[src/rtl/cu_pkg.sv]
// Shared encodings for the instruction-cycle controller:
// state codes, opcodes and accumulator source selects.
package cu_pkg;

  typedef enum logic [3:0] {
    S_START     = 4'd0,
    S_FETCH     = 4'd1,
    S_DECODE    = 4'd2,
    S_LOAD      = 4'd3,
    S_STORE     = 4'd4,
    S_ADD       = 4'd5,
    S_SUB       = 4'd6,
    S_INPUT     = 4'd7,
    S_INPUT_REL = 4'd8,
    S_JZ        = 4'd9,
    S_JPOS      = 4'd10,
    S_HALT      = 4'd11
  } state_t;

  localparam logic [2:0] OP_LOAD  = 3'b000;
  localparam logic [2:0] OP_STORE = 3'b001;
  localparam logic [2:0] OP_ADD   = 3'b010;
  localparam logic [2:0] OP_SUB   = 3'b011;
  localparam logic [2:0] OP_INPUT = 3'b100;
  localparam logic [2:0] OP_JZ    = 3'b101;
  localparam logic [2:0] OP_JPOS  = 3'b110;
  localparam logic [2:0] OP_HALT  = 3'b111;

  localparam logic [1:0] ASEL_ALU = 2'b00;
  localparam logic [1:0] ASEL_IN  = 2'b01;
  localparam logic [1:0] ASEL_MEM = 2'b10;

endpackage

[src/rtl/control_unit.sv]
// Fetch/decode/execute controller: one state register and
// one combinational next-state and strobe block.
module control_unit
  import cu_pkg::*;
#(
  parameter int ST_W = 4
) (
  input  logic            clk,
  input  logic            clear,
  input  logic [2:0]      IR75,
  input  logic            Aeq0,
  input  logic            Apos,
  input  logic            Enter,
  output logic            IRload,
  output logic            PCload,
  output logic            IMPsel,
  output logic            MeminstSel,
  output logic            MemWr,
  output logic [1:0]      Asel,
  output logic            Aload,
  output logic            Sub,
  output logic            Halt,
  output logic [ST_W-1:0] State
);

  state_t state, nxt;

  always_ff @(posedge clk or negedge clear) begin
    if (!clear) state <= S_START;
    else        state <= nxt;
  end

  assign State = ST_W'(state);

  always_comb begin
    nxt        = S_HALT;
    IRload     = 1'b0;
    PCload     = 1'b0;
    IMPsel     = 1'b0;
    MeminstSel = 1'b0;
    MemWr      = 1'b0;
    Asel       = ASEL_ALU;
    Aload      = 1'b0;
    Sub        = 1'b0;
    Halt       = 1'b0;
    case (state)
      S_START: nxt = S_FETCH;
      S_FETCH: begin
        IRload = 1'b1;
        PCload = 1'b1;
        nxt    = S_DECODE;
      end
      S_DECODE: begin
        MeminstSel = 1'b1;
        case (IR75)
          OP_LOAD:  nxt = S_LOAD;
          OP_STORE: nxt = S_STORE;
          OP_ADD:   nxt = S_ADD;
          OP_SUB:   nxt = S_SUB;
          OP_INPUT: nxt = S_INPUT;
          OP_JZ:    nxt = S_JZ;
          OP_JPOS:  nxt = S_JPOS;
          default:  nxt = S_HALT;
        endcase
      end
      S_LOAD: begin
        MeminstSel = 1'b1;
        Asel       = ASEL_MEM;
        Aload      = 1'b1;
        nxt        = S_FETCH;
      end
      S_STORE: begin
        MeminstSel = 1'b1;
        MemWr      = 1'b1;
        nxt        = S_FETCH;
      end
      S_ADD, S_SUB: begin
        MeminstSel = 1'b1;
        Aload      = 1'b1;
        Sub        = (state == S_SUB);
        nxt        = S_FETCH;
      end
      S_INPUT: begin
        nxt = S_INPUT;
        if (Enter) begin
          Asel  = ASEL_IN;
          Aload = 1'b1;
          nxt   = S_INPUT_REL;
        end
      end
      // wait for release so one press loads one value
      S_INPUT_REL: nxt = Enter ? S_INPUT_REL : S_FETCH;
      S_JZ: begin
        PCload = Aeq0;
        IMPsel = Aeq0;
        nxt    = S_FETCH;
      end
      S_JPOS: begin
        PCload = Apos;
        IMPsel = Apos;
        nxt    = S_FETCH;
      end
      S_HALT: begin
        Halt = 1'b1;
        nxt  = S_HALT;
      end
      default: nxt = S_HALT;
    endcase
  end

endmodule

[config.mk]
export PLATFORM = sky130hd
export DESIGN_NAME = control_unit
export DESIGN_NICKNAME = d
export VERILOG_FILES = /design/src/rtl/cu_pkg.sv /design/src/rtl/control_unit.sv
export SDC_FILE = /design/constraint.sdc
export NUM_CORES = 1
export LEC_CHECK = 0
export BUFFER_PORTS_ARGS = -buffer_cell sky130_fd_sc_hd__buf_2
export CAP_MARGIN = 20
export CORE_AREA = 4 4 41 43
export DETAILED_ROUTE_END_ITERATION = 8
export DIE_AREA = 0 0 45 47
export PLACE_DENSITY = 0.66
export REMOVE_ABC_BUFFERS = 1
export SYNTH_ARGS = -nofsm -noshare
export SYNTH_HDL_FRONTEND = slang
export SYNTH_SLANG_ARGS = --single-unit
[constraint.sdc]
create_clock -name clk -period 1.1 [get_ports clk]
set_input_delay 0.165 -clock clk [delete_from_list [all_inputs] [get_ports clk]]
set_output_delay 0.165 -clock clk [all_outputs]
set_load 0.05 [all_outputs]
==> results.md <==
* Worst path cell trace: nor4b_4 > o21bai_1 > buf_4
* # IOs at 22
* WS Path Type: register to primary output
* Row count at 13
* Pre-antenna DRT Iters at 4
* Synth Cell Area at 476.7 sq um
* Worst slew pin tran at 0.3397 ns
* VDD IR max at 2.815 mV
* Area leader, netlist: dfrtp_1
* FF-to-FF path depth at 6
* # nets final at 117
* Initial Utilization at 0.3663
* Max reg flops at 4
* Finished Cell Area at 1107 sq um
* WL per Instance at 15.93 microns
* Achievable Freq at 610.6 MHz
* FF+latch area at 105.1 sq um
* Pwr Total at 4.112 mW
* Die Area at 2115 sq um
* First-pass GRT wire length at 2.808 mm
* Terminus of the critical flop-to-flop path: State[3]
* Placed inst area at 690.7 sq um
* Dpl cells at 103
* Post-place setup slack at -0.3325 ns
* Worst reg2reg path startpoint: State[0]
* MaxCap Viol Count at 0
* Failing checks: setup timing
* Initial DRC Count at 6
* Dpl hpwl at 1.061 mm
* Synth warn at 0
* Final setup fails at 18
* Area Overhead vs Synth at 132.3%
* #FFs+latches synth at 4
* Number of synthesized flops with an enable pin at 0
* Distinct cells, synth at 34
* # diodes at 0
* DIE WIDTH at 45 microns
* Layout cell share with drive strength beyond 1 at 0.7850
* Met2 WL post-DR at 1.054 mm
* WHS at 0.2819 ns
* WL met3 at 104 microns
* CP required at 0.94 ns
* M1 WL at 745 microns
* Highest Signal Layer: met4
* Clock skew at 0.001125 ns
* Status: complete, but fails checks
* CP Data Arrival Time at 1.47 ns
* Die height at 47 microns
* Antenna violations before repair at 0
* PwrDens at 3713 nW/um^2
* Relative slew slack at 0.7711
* Vias per cell at 5.344
* Worst path slowest cell: dfrtp_2
* Clk sink count at 4
* RSZ-0062 raised after global routing: true
* Via Count at 652
* Gp weighted congestion at 0.8392
* CTS Buf Count at 3
* Seq/Total Area, Yosys at 0.2100
* Synth top area cells: dfrtp_1, buf_6, nor2_1
* CTS root buffer: clkbuf_4
* Crit path time final at 1.638 ns
* Async SR Flop Fraction at 1.000
* Worst-path clk slew at 0.04 ns
* R2R setup slack at -0.26 ns
* Filler Cell Count at 72
* Post-synth top flop: dfrtp_1
* Detailed-route wire length at 1.943 mm
* Final antenna-violating net count at 0
* H-tree levels at 1
* Core area at 1301 sq um
* Clock latency on the worst-skew pair at 0.24 ns
* Fin worst setup slack at -0.5377 ns
* Synth top area share at 0.2100
* Buffers on Ports at 21
* Leak Pwr at 0.4875 nW
* Setup crit start kind: register
* GRT Total Usage at 0.1878
* Longest Clk Path Bufs at 2
* Max incr delay on CP at 0.44 ns
* Post-Syn Instances at 54
* DRC Markers at 0
* Total grt overflow at 0
* Vias in the first global route at 605
* Fin. Hold Viols at 0
* CTS tree: yes
* Max FO, Critical Path at 4
* Slew Limit Fails at 0
* Worst hold-check path type: input port to async pin
* CP Capture Type: primary output
* Fin cells at 122
* Part of the cycle the worst path needs at 1.489
* Syn avg cell area at 8.828 sq um
* Multi-input logic area at 456.7 sq um
* Pin count of the biggest net entering global routing at 8
power breakdown:
part	total (mW)	internal, mW	switching, mW	leakage (nW)
clock network	0.191	0.123	0.0688	0.0138
logic	3.56	1.65	1.91	0.428
registers	0.358	0.228	0.130	0.0453
cells in the final DEF, fill, tap and decap left out, types with 2 or more instances in the layout:
| master | synthesis | routed |
|---|---|---|
| o221ai_2 | 1 | 2 |
| buf_4 | 2 | 21 |
| and3b_1 | 2 | 2 |
| nor3_4 | 0 | 2 |
| dfrtp_2 | 0 | 4 |
| buf_8 | 0 | 3 |
| or2b_1 | 2 | 2 |
| buf_6 | 2 | 22 |
| nor3b_4 | 1 | 2 |
| clkbuf_4 | 0 | 3 |
| nand2_4 | 0 | 2 |
| nand3_1 | 2 | 2 |
| nor2_1 | 6 | 3 |
| nand2_1 | 5 | 2 |
| buf_2 | 0 | 7 |
| nor2_2 | 1 | 3 |
| o21ai_0 | 2 | 2 |
layer usage:
metal	track usage	vias to the layer above
met1	0.2041	323
met2	0.3418	17
li1	-	308
met5	0	-
met3	0.06897	4
met4	0.05263	0
repair_timing:
item	CTS	global route
hold endpoints to repair	4	0
gates cloned	0	0
setup buffers	11	6
hold buffers	1	0
endpoints found under the setup margin	18	18
gates resized for setup	56	16
pin swaps	7	10
cell families after synthesis:
group / share of synthesized area
simple gates: 0.4305
buf+inv: 0.08659
flops: 0.2100
compound gates: 0.2730
critical path, delay by kind of cell (launching register included):
family / cells / cell delay (ns)
DFF: 1 / 0.44
and+or+nand+nor: 1 / 0.38
AOI/OAI and AO/OA: 1 / 0.18
buffers and inverters: 1 / 0.22
how the worst max path moves through the flow:
| stage | slack, ns | startpoint | end |
|---|---|---|---|
| 6_report | -0.54 | State[2] | PCload |
| 5_1_grt | -0.56 | State[0] | PCload |
| 4_1_cts | -0.47 | State[1] | Aload |
| 3_5_place_dp | -0.33 | State[0] | Aload |
| 3_3_place_gp | -0.30 | State[0] | Aload |
| 2_1_floorplan | -1.57 | State[0] | PCload |
synthesized netlist by cell type (2+ instances only):
cell / n
dfrtp_1: 4
nor2b_1: 2
and3b_1: 2
o21ai_0: 2
buf_4: 2
nand2_1: 5
nand3_1: 2
nor2_1: 6
buf_6: 2
or2b_1: 2
nor3_1: 2
per-stage QoR:
stage	TNS, ns	utilization
3_5_place_dp	-2.715	0.5308
5_1_grt	-6.038	0.8510
2_1_floorplan	-12.79	-
3_3_place_gp	-2.323	0.5308
6_report	-5.316	0.8510
4_1_cts	-4.994	0.7731
layout make-up:
| class | instances | share of cell area |
|---|---|---|
| timing repair buffer | 54 | 0.4475 |
| multi-input combinational | 45 | 0.4124 |
| sequential | 4 | 0.09492 |
| clock buffer | 3 | 0.02034 |
| tap | 15 | 0.01695 |
| inverter | 1 | 0.007910 |
Power figures use the tool's default switching activity.
